==> config.mk <==
export PLATFORM = sky130hd
export DESIGN_NAME = clock_display_mux
export DESIGN_NICKNAME = d
export VERILOG_FILES = /design/src/rtl/clock_display_pkg.sv /design/src/rtl/bcd_dabble7.sv /design/src/rtl/clock_display_mux.sv
export SDC_FILE = /design/constraint.sdc
export NUM_CORES = 1
export LEC_CHECK = 0
export CAP_MARGIN = 40
export CORE_MARGIN = 10
export CORE_UTILIZATION = 39
export DETAILED_ROUTE_END_ITERATION = 10
export GPL_TIMING_DRIVEN = 1
export SYNTH_ARGS = -nofsm -noshare
export SYNTH_HDL_FRONTEND = slang
export SYNTH_SLANG_ARGS = --single-unit
==> constraint.sdc <==
create_clock -name clk -period 2.05 [get_ports clk]
set_clock_uncertainty 0.1 [all_clocks]
set_input_delay 0.41 -clock clk [delete_from_list [all_inputs] [get_ports clk]]
set_output_delay 0.41 -clock clk [all_outputs]
set_load 0.05 [all_outputs]
==> src/rtl/clock_display_pkg.sv <==
// Shared types, field limits and segment encoding for the clock display stage.
// Patterns are active-low {g,f,e,d,c,b,a}.
package clock_display_pkg;

   typedef enum logic [1:0] {StIdle, StConv, StCommit} conv_state_e;

   typedef logic [3:0] digit_t;
   localparam digit_t DASH = 4'hF;

   localparam int unsigned SEC_MAX      = 59;
   localparam int unsigned MIN_MAX      = 59;
   localparam int unsigned HR_MAX       = 23;
   localparam int unsigned NUM_DIGITS   = 6;
   localparam int unsigned DABBLE_STEPS = 7;

   // Conversion order of the captured fields
   localparam logic [1:0] FIELD_SEC = 2'd0;
   localparam logic [1:0] FIELD_MIN = 2'd1;
   localparam logic [1:0] FIELD_HR  = 2'd2;

   function automatic logic [6:0] seg_encode(input digit_t digit);
      logic [6:0] pattern;
      case (digit)
         4'd0:    pattern = 7'h40;
         4'd1:    pattern = 7'h79;
         4'd2:    pattern = 7'h24;
         4'd3:    pattern = 7'h30;
         4'd4:    pattern = 7'h19;
         4'd5:    pattern = 7'h12;
         4'd6:    pattern = 7'h02;
         4'd7:    pattern = 7'h78;
         4'd8:    pattern = 7'h00;
         4'd9:    pattern = 7'h10;
         default: pattern = 7'h3F;
      endcase
      return pattern;
   endfunction

endpackage

==> src/rtl/bcd_dabble7.sv <==
// Sequential double-dabble: 7-bit binary to two BCD digits, one shift/add-3 step per cycle.
// The first step happens on the start edge; done pulses for one cycle after the last step.
module bcd_dabble7
   import clock_display_pkg::*;
(
   input  logic       clk,
   input  logic       rst,
   input  logic       start,
   input  logic [6:0] value,
   output logic       done,
   output logic [3:0] tens,
   output logic [3:0] ones
);

   logic [14:0] sr_q;  // {tens, ones, remaining binary}
   logic [2:0]  cnt_q;
   logic        active_q;
   logic        done_q;

   function automatic logic [14:0] dabble_step(input logic [14:0] s);
      logic [14:0] t;
      t = s;
      if (t[10:7] >= 4'd5)  t[10:7]  = t[10:7] + 4'd3;
      if (t[14:11] >= 4'd5) t[14:11] = t[14:11] + 4'd3;
      return {t[13:0], 1'b0};
   endfunction

   always_ff @(posedge clk) begin
      if (rst) begin
         sr_q     <= '0;
         cnt_q    <= '0;
         active_q <= 1'b0;
         done_q   <= 1'b0;
      end else begin
         done_q <= 1'b0;
         if (start) begin
            sr_q     <= dabble_step({8'd0, value});
            cnt_q    <= 3'd1;
            active_q <= 1'b1;
         end else if (active_q) begin
            sr_q  <= dabble_step(sr_q);
            cnt_q <= cnt_q + 3'd1;
            if (cnt_q == 3'(DABBLE_STEPS - 1)) begin
               active_q <= 1'b0;
               done_q   <= 1'b1;
            end
         end
      end
   end

   assign done = done_q;
   assign tens = sr_q[14:11];
   assign ones = sr_q[10:7];

endmodule

==> src/rtl/clock_display_mux.sv <==
// Captures a time snapshot, converts it to BCD and scans it onto a 6-digit
// common-anode 7-segment display as HH.MM.SS with a blinking separator.
module clock_display_mux
   import clock_display_pkg::*;
#(
   parameter int unsigned SCAN_DIV = 1000
) (
   input  logic       clk,
   input  logic       rst,
   input  logic       time_valid,
   input  logic [6:0] sec_in,
   input  logic [6:0] min_in,
   input  logic [4:0] hr_in,
   input  logic       blank,
   output logic [6:0] seg,
   output logic       dp,
   output logic [5:0] an,
   output logic       busy,
   output logic       overrun,
   output logic       range_err
);

   localparam int unsigned DivW = $clog2(SCAN_DIV);

   conv_state_e     state_q, state_d;
   logic [6:0]      sec_q, min_q;
   logic [4:0]      hr_q;
   logic            err_q;
   logic [1:0]      field_q;
   logic [2:0]      step_q;
   logic            dab_start, dab_done;
   logic [6:0]      dab_value;
   logic [3:0]      dab_tens, dab_ones;
   digit_t          low_q  [4];  // converted sec/min digits awaiting commit
   digit_t          disp_q [NUM_DIGITS];
   logic            overrun_q, range_err_q;
   logic [DivW-1:0] div_q;
   logic [2:0]      idx_q;
   logic [6:0]      seg_q;
   logic            dp_q;
   logic [5:0]      an_q;
   logic            sec_even;

   always_comb begin
      state_d   = state_q;
      dab_start = 1'b0;
      unique case (state_q)
         StIdle:   if (time_valid) state_d = StConv;
         StConv: begin
            dab_start = (step_q == '0);
            if (field_q == FIELD_HR && step_q == 3'(DABBLE_STEPS - 1)) state_d = StCommit;
         end
         StCommit: state_d = StIdle;
         default:  state_d = StIdle;
      endcase
   end

   always_comb begin
      dab_value = sec_q;
      case (field_q)
         FIELD_SEC: dab_value = sec_q;
         FIELD_MIN: dab_value = min_q;
         FIELD_HR:  dab_value = {2'b00, hr_q};
         default:   dab_value = sec_q;
      endcase
   end

   bcd_dabble7 u_dabble (
      .clk   (clk),
      .rst   (rst),
      .start (dab_start),
      .value (dab_value),
      .done  (dab_done),
      .tens  (dab_tens),
      .ones  (dab_ones)
   );

   always_ff @(posedge clk) begin
      if (rst) begin
         state_q     <= StIdle;
         sec_q       <= '0;
         min_q       <= '0;
         hr_q        <= '0;
         err_q       <= 1'b0;
         field_q     <= FIELD_SEC;
         step_q      <= '0;
         overrun_q   <= 1'b0;
         range_err_q <= 1'b0;
         low_q       <= '{default: '0};
         disp_q      <= '{default: '0};
      end else begin
         state_q   <= state_d;
         overrun_q <= time_valid && (state_q != StIdle);
         unique case (state_q)
            StIdle: begin
               if (time_valid) begin
                  sec_q   <= sec_in;
                  min_q   <= min_in;
                  hr_q    <= hr_in;
                  err_q   <= (sec_in > 7'(SEC_MAX)) || (min_in > 7'(MIN_MAX)) ||
                             (hr_in > 5'(HR_MAX));
                  field_q <= FIELD_SEC;
                  step_q  <= '0;
               end
            end
            StConv: begin
               if (step_q == 3'(DABBLE_STEPS - 1)) begin
                  step_q  <= '0;
                  field_q <= field_q + 2'd1;
               end else begin
                  step_q <= step_q + 3'd1;
               end
               // done belongs to the previous field while the next one starts
               if (dab_done) begin
                  if (field_q == FIELD_MIN) begin
                     low_q[0] <= dab_ones;
                     low_q[1] <= dab_tens;
                  end else if (field_q == FIELD_HR) begin
                     low_q[2] <= dab_ones;
                     low_q[3] <= dab_tens;
                  end
               end
            end
            StCommit: begin
               range_err_q <= err_q;
               if (err_q) begin
                  disp_q <= '{default: DASH};
               end else begin
                  disp_q[0] <= low_q[0];
                  disp_q[1] <= low_q[1];
                  disp_q[2] <= low_q[2];
                  disp_q[3] <= low_q[3];
                  disp_q[4] <= dab_ones;
                  disp_q[5] <= dab_tens;
               end
            end
            default: ;
         endcase
      end
   end

   assign sec_even = (disp_q[0] == DASH) || !disp_q[0][0];

   always_ff @(posedge clk) begin
      if (rst) begin
         div_q <= '0;
         idx_q <= '0;
         seg_q <= 7'h7F;
         dp_q  <= 1'b1;
         an_q  <= 6'h3F;
      end else begin
         if (div_q == DivW'(SCAN_DIV - 1)) begin
            div_q <= '0;
            idx_q <= (idx_q == 3'(NUM_DIGITS - 1)) ? 3'd0 : idx_q + 3'd1;
         end else begin
            div_q <= div_q + DivW'(1);
         end
         an_q  <= blank ? 6'h3F : ~(6'b1 << idx_q);
         seg_q <= seg_encode(disp_q[idx_q]);
         dp_q  <= ~(((idx_q == 3'd2) || (idx_q == 3'd4)) && sec_even);
      end
   end

   assign seg       = seg_q;
   assign dp        = dp_q;
   assign an        = an_q;
   assign busy      = (state_q != StIdle);
   assign overrun   = overrun_q;
   assign range_err = range_err_q;

endmodule

==> flow_metrics.tcl, run 1 <==
set metrics [dict create \
    grt_start_max_net_pins 50 \
    timing.fmax_mhz 498 \
    dp_hpwl_um 7840 \
    area_growth_pct 25.8 \
    grt_pass1_vias 3876 \
    antenna_found_initial 0 \
    ios 40 \
    synth_flop_cell "dfxtp_1" \
    comb_power_share_pct 7.1 \
    min_from "rst" \
    cts_buffers 17 \
    synthesis.area_um2 4920 \
    synthCells 580 \
    status "finished, final reports clean" \
    r2r_start "idx_q[0]$_SDFFE_PP0N_" \
    cts_max_level 4 \
    cts-root-buf "clkbuf_16" \
    r2r_setup_slack_ns 0.04 \
    fin_crit_ns 2.01 \
    drc 0 \
    core_um2 12200 \
    post_dp_cell_area_um2 5580 \
    peakVddDrop_v 0.000536 \
    gr-usage-met2_pct 21.1 \
    r2r_cells 7 \
    fill_cells 1156 \
    antenna_cells 0 \
    clkPwrFrac_pct 49.2 \
    fp-row-count 40 \
    rsz0062_at_grt "true" \
    floorplan.initialDensity_pct 40.4 \
    dr.pass1.iters 4 \
    setup_viol 0 \
    fin_crit_sh_pct 98.0 \
    report.final.slew_viol_count 0 \
    critPathLaunchType "register" \
    grtUsageMet3_pct 4.57 \
    overflow 0 \
    via_count 4035 \
    finalHoldViolCount 0 \
    path_clk_slew_ns 0.05 \
    clock_path_buffers 2 \
    ys_seq_area_share_pct 46.8 \
    yosysWarnings 0 \
    port_buffers 39 \
    die-area_um2 17500 \
    drv_cap 0 \
    die_x_um 132 \
    hold_path_class "in2reg" \
    pre_cts_ws_ns -0.0543 \
    vias_per_cell 5.03 \
    whs_path_depth 2 \
    fin_setup_tns_ns 0 \
    wl_per_cell_um 13.7 \
    gp_routability_congestion 0.860 \
    grt_use_met1_pct 14.6 \
    drive_gt1_share_pct 11.4 \
    critPathMaxFanout 3 \
    synth.ff_latch_count 115 \
    seq_power_share_pct 43.7 \
    total_leakage_power_nw 2.33 \
    relSlewSlack_pct 64.9 \
    final_design_area_no_fill_um2 6190 \
    drt_iter0_drc 218 \
    p_int_mw 4.16 \
    top_usage_layer "met2" \
    postSynth.asyncResetShare_pct 0 \
    netSwitchingPower_mw 1.20 \
    hold_end "idx_q[2]$_SDFFE_PP0N_" \
    crit_required_ns 2.28 \
    synth_enable_flop_cells 0 \
    hold_slack_ns 0.335 \
    final_nets 664 \
    grt_usage_pct 12.8 \
    wl_um 10900 \
    cts_tree "yes" \
    clock_sinks 115 \
    syn_nets 619 \
    synth_area_per_cell_um2 8.48 \
    tightest_slew_ns 0.526 \
    end_kind "register" \
    finalWorstSetupSlack_ns 0.0401 \
    grt_pass1_wl_um 18500 \
    fp.dieH_um 132 \
    p_per_area_nw_per_um2 866 \
    netlist-cell-type-count 47 \
    postLayoutCoreUtil_pct 50.9 \
    criticalPathCategory "reg2reg" \
    crit_arrival_ns 2.24 \
    clock_latency_ns 0.41 \
    timing.rr.end "seg[3]$_SDFF_PP1_" \
    swShare_pct 22.4 \
    ant_nets 0 \
]
[state kept, by name (all words and copies together), names as in the netlist, 2 cells and up]
register,flops
sec_q,7
state_q,2
seg,7
u_dabble.sr_q,14
u_dabble.cnt_q,3
low_q,16
disp_q,24
field_q,2
idx_q,3
step_q,3
div_q,10
an,6
hr_q,5
min_q,7
[synthesized netlist by cell type (2+ instances only)]
master	n	area, um2
and3_1	5	31.3
a21oi_1	52	260
o21ai_0	7	35.0
nand4_1	6	37.5
nor2b_1	4	25.0
nor3_1	8	40.0
dfxtp_1	115	2300
a22oi_1	4	30.0
xor2_1	5	43.8
xnor2_1	10	87.6
nor2_1	93	349
mux2i_1	23	230
ha_1	16	200
and2_1	3	18.8
mux2_2	2	22.5
nand2b_1	8	50.1
buf_2	2	10.0
a211oi_1	41	308
nand3_1	12	60.1
a31oi_1	3	18.8
buf_1	4	15.0
inv_1	15	56.3
nand2_1	86	323
nor4_1	2	12.5
clkbuf_1	32	120
[cell usage in the layout (no fill, tap or decap), drive strengths merged, types with 2 or more instances in the layout]
| master | instances |
|---|---|
| a211oi | 41 |
| a21oi | 52 |
| a22oi | 5 |
| a31oi | 3 |
| and2 | 3 |
| and3 | 5 |
| buf | 28 |
| clkbuf | 23 |
| clkdlybuf4s50 | 22 |
| clkinv | 4 |
| dfxtp | 115 |
| dlygate4sd2 | 4 |
| dlymetal6s2s | 11 |
| ha | 16 |
| inv | 16 |
| mux2 | 3 |
| mux2i | 23 |
| nand2 | 86 |
| nand2b | 8 |
| nand3 | 12 |
| nand4 | 6 |
| nor2 | 93 |
| nor2b | 4 |
| nor3 | 9 |
| nor3b | 2 |
| nor4 | 3 |
| o21ai | 7 |
| xnor2 | 10 |
| xor2 | 5 |
[worst max path at each step]
stage,cells after the start,slack [ns],end,start
after floorplan,7,-0.02,seg[6]$_SDFF_PP1_,idx_q[1]$_SDFFE_PP0N_
after global placement,7,0.06,seg[6]$_SDFF_PP1_,idx_q[0]$_SDFFE_PP0N_
after detailed placement,8,-0.05,seg[6]$_SDFF_PP1_,idx_q[0]$_SDFFE_PP0N_
after CTS,1,0.004,an[4],an[4]$_SDFF_PP1_
after global routing,7,-0.07,seg[3]$_SDFF_PP1_,idx_q[0]$_SDFFE_PP0N_
final,7,0.04,seg[3]$_SDFF_PP1_,idx_q[0]$_SDFFE_PP0N_
[power by group through the flow]
stage / Combinational [mW] / Sequential, mW / Clock (mW)
final: 0.378 / 2.34 / 2.64
after detailed placement: 0.381 / 2.39 / 0
after CTS: 0.382 / 2.34 / 2.69
after floorplan: 0.225 / 2.40 / 0
after global placement: 0.377 / 2.39 / 0
after global routing: 0.421 / 2.35 / 2.81
[repair_timing]
| action | 4_1_cts | 5_1_grt |
|---|---|---|
| cloned | 0 | 0 |
| buffers inserted | 0 | 1 |
| hold buffers | 0 | 0 |
| pin swaps | 0 | 5 |
| endpoints found under the setup margin | 5 | 13 |
| gates resized for setup | 6 | 22 |
[metal layers]
metal  wire length [um]  vias up
met2               5360       79
li1                   -     2079
met4                152        0
met5                  0        -
met3                454       13
met1               4980     1864
[through the flow]
stage / instances / total power, mW
6_report: 802 / 5.36
5_1_grt: 802 / 5.58
2_1_floorplan: 580 / 2.63
3_3_place_gp: 773 / 2.76
3_5_place_dp: 773 / 2.77
4_1_cts: 801 / 5.42
[area by class of cell]
| cell class | count | area [um2] | share of cell area, % |
|---|---|---|---|
| Clock buffer | 23 | 508 | 8.21 |
| Multi-Input combinational cell | 410 | 2430 | 39.3 |
| Timing Repair Buffer | 65 | 642 | 10.4 |
| Clock inverter | 5 | 27.5 | 0.445 |
| Sequential cell | 115 | 2310 | 37.3 |
| Inverter | 16 | 62.6 | 1.01 |
| Tap cell | 168 | 210 | 3.40 |
[logic make-up after synthesis]
family	Yosys count	synth area share [%]
mux	27	5.83
flops	115	46.8
simple gates	235	21.0
compound gates	117	15.2
xor+xnor	15	2.67
fa+ha+maj	16	4.07
buf+inv	55	4.40
[critical path, stage by stage, from the launching register on]
cell and delay [ns]:
dfxtp_4 0.36, mux4_2 0.53, a22oi_4 0.25, buf_6 0.13, ha_1 0.23, inv_2 0.07, mux2i_1 0.09, a21oi_1 0.18
No activity file was read; power rests on OpenSTA's default activity.
==> run 2: changes to the inputs <==
--- a/config.mk
+++ b/config.mk
@@ -10,6 +10,7 @@
 export CORE_UTILIZATION = 39
 export DETAILED_ROUTE_END_ITERATION = 10
 export GPL_TIMING_DRIVEN = 1
+export PLACE_DENSITY = 0.68
 export SYNTH_ARGS = -nofsm -noshare
 export SYNTH_HDL_FRONTEND = slang
 export SYNTH_SLANG_ARGS = --single-unit
==> constraint.sdc (replaced) <==
create_clock -name clk -period 2.05 [get_ports clk]
set_clock_uncertainty 0.1 [all_clocks]
set_input_delay 0.41 -clock clk [delete_from_list [all_inputs] [get_ports clk]]
set_output_delay 0.41 -clock clk [all_outputs]
set_load 0.01 [all_outputs]
==> run 2 against run 1 <==
Combinational power is 8.2% lower. Global-route usage is 0.93 points lower. Non-clock buffer count is 3 lower. Routed wire length is 5.7% lower. Critical path depth is 1 lower. First-iteration DRC count is 6.0% lower.
==> flow_metrics.tcl, run 2 (synthesized netlist as in run 1, its figures left out) <==
set metrics [dict create \
    crit_end "seg[6]$_SDFF_PP1_" \
    crit_required_ns 2.23 \
    final_design_area_no_fill_um2 6210 \
    area_growth_pct 26.3 \
    fin_crit_ns 2.02 \
    report.final.slew_viol_count 0 \
    post_dp_cell_area_um2 5550 \
    relSlewSlack_pct 67.0 \
    ant_nets 0 \
    fin_crit_sh_pct 98.5 \
    fp.dieH_um 132 \
    finalHoldViolCount 0 \
    drive_gt1_share_pct 11.0 \
    status "finished, final reports clean" \
    clock_sinks 115 \
    end_kind "register" \
    crit_arrival_ns 2.20 \
    rsz0062_at_grt "true" \
    drc 0 \
    fp-row-count 40 \
    clkPwrFrac_pct 53.3 \
    cts_max_level 4 \
    cts_tree "yes" \
    clock_latency_ns 0.40 \
    die_x_um 132 \
    dr.pass1.iters 4 \
    wl_um 10300 \
    postLayoutCoreUtil_pct 51.1 \
    crit_start "idx_q[0]$_SDFFE_PP0N_" \
    min_from "div_q[0]$_SDFF_PP0_" \
    ios 40 \
    wl_per_cell_um 12.9 \
    antenna_found_initial 0 \
    hold_buffers 0 \
    final_nets 661 \
    peakVddDrop_v 0.000526 \
    drv_cap 0 \
    critPathLaunchType "register" \
    die-area_um2 17500 \
    vias_per_cell 4.98 \
    top_register "disp_q" \
    core_um2 12200 \
    final_common_cell "dfxtp_1" \
    r2r_cells 6 \
    post_cts_buffers 0 \
    p_int_mw 4.52 \
    antenna_cells 0 \
    final_cell_mix "dfxtp_1, nor2_1, nand2_1" \
    grt_pass1_wl_um 17700 \
    swShare_pct 21.5 \
    criticalPathCategory "reg2reg" \
    gp_routability_congestion 0.884 \
    grt_pass1_vias 3887 \
    grt_start_max_net_pins 50 \
    clock_path_buffers 2 \
    total_leakage_power_nw 2.26 \
    r2r_start "idx_q[0]$_SDFFE_PP0N_" \
    via_count 3996 \
    grt_usage_pct 11.8 \
    port_buffers 39 \
    top_regs "disp_q: 24 flops, low_q: 16 flops, u_dabble.sr_q: 14 flops" \
    cts-root-buf "clkbuf_16" \
    timing.fmax_mhz 495 \
    tightest_slew_ns 0.490 \
    comb_power_share_pct 6.0 \
    seq_power_share_pct 40.6 \
    hold_path_class "reg2reg" \
    overflow 0 \
    critPathMaxFanout 3 \
    setup_viol 0 \
    p_per_area_nw_per_um2 928 \
    cts_buffers 17 \
    r2r_setup_slack_ns 0.03 \
    path_clk_slew_ns 0.05 \
    drt_iter0_drc 205 \
    timing.rr.end "seg[6]$_SDFF_PP1_" \
    dp_hpwl_um 7360 \
    largest_reg_flops 24 \
    netSwitchingPower_mw 1.24 \
    floorplan.initialDensity_pct 40.4 \
]
[run 2: cell count changes in the layout (fill, tap and decap cells not counted), moves of 3 or more]
cell,before,now
clkdlybuf4s50_1,22,38
dlygate4sd2_1,4,0
clkinv_4,0,3
dlymetal6s2s_1,11,0
clkbuf_8,6,1
bufinv_16,0,4
[run 2: worst min-delay path by stage]
stage,to,depth (start not counted),slack [ns]
floorplan,div_q[0]$_SDFF_PP0_,1,0.31
global placement,div_q[0]$_SDFF_PP0_,1,0.33
detailed placement,div_q[0]$_SDFF_PP0_,1,0.34
CTS,idx_q[2]$_SDFFE_PP0N_,2,0.32
global route,idx_q[2]$_SDFFE_PP0N_,2,0.37
finish,div_q[0]$_SDFF_PP0_,1,0.34
[run 2: what timing repair did]
item | in CTS | in global routing
setup endpoints to repair | 2 | 6
pin swaps | 0 | 1
resized for setup | 2 | 6
[run 2: final cells by class]
class	instances	area [um2]
clock inverter	13	184
tap	168	210
timing repair buffer	62	574
sequential	115	2300
inverter	16	60.1
multi-input combinational	410	2430
clock buffer	19	443
fill	1118	5950
[run 2: layer usage]
layer  share of wire [%]  routed length (um)  GRT usage (%)  vias to the layer above
li1                    -                   -              -                     2068
met3                 4.7                 487           3.85                       12
met2                  49                5030           20.2                       91
met1                  45                4700           13.6                     1825
met5                   0                   0              0                        -
met4                 1.1                 109           3.91                        0
[run 2: power groups by stage]
stage               combinational, mW  sequential (mW)  clock, mW
floorplan                       0.220             2.38          0
global placement                0.339             2.39          0
detailed placement              0.346             2.39          0
CTS                             0.349             2.34       3.13
global route                    0.391             2.35       3.22
finish                          0.347             2.34       3.07
[run 2: through the flow]
step,instances,setup slack (ns),hold slack [ns],TNS [ns],total power [mW]
after CTS,803,0.00406,0.319,0,5.82
after global routing,803,-0.0252,0.365,-0.0689,5.97
after detailed placement,771,-0.0814,0.337,-0.0814,2.74
after floorplan,580,-0.0199,0.313,-0.0199,2.60
after global placement,771,0.0691,0.325,0,2.73
final,803,0.0301,0.340,0,5.77
[run 2: critical path, cell delays in order (launching register included)]
cell	delay (ns)
dfxtp_2	0.35
mux4_2	0.53
a22oi_4	0.20
inv_2	0.08
ha_2	0.20
and3b_1	0.18
a211o_1	0.27
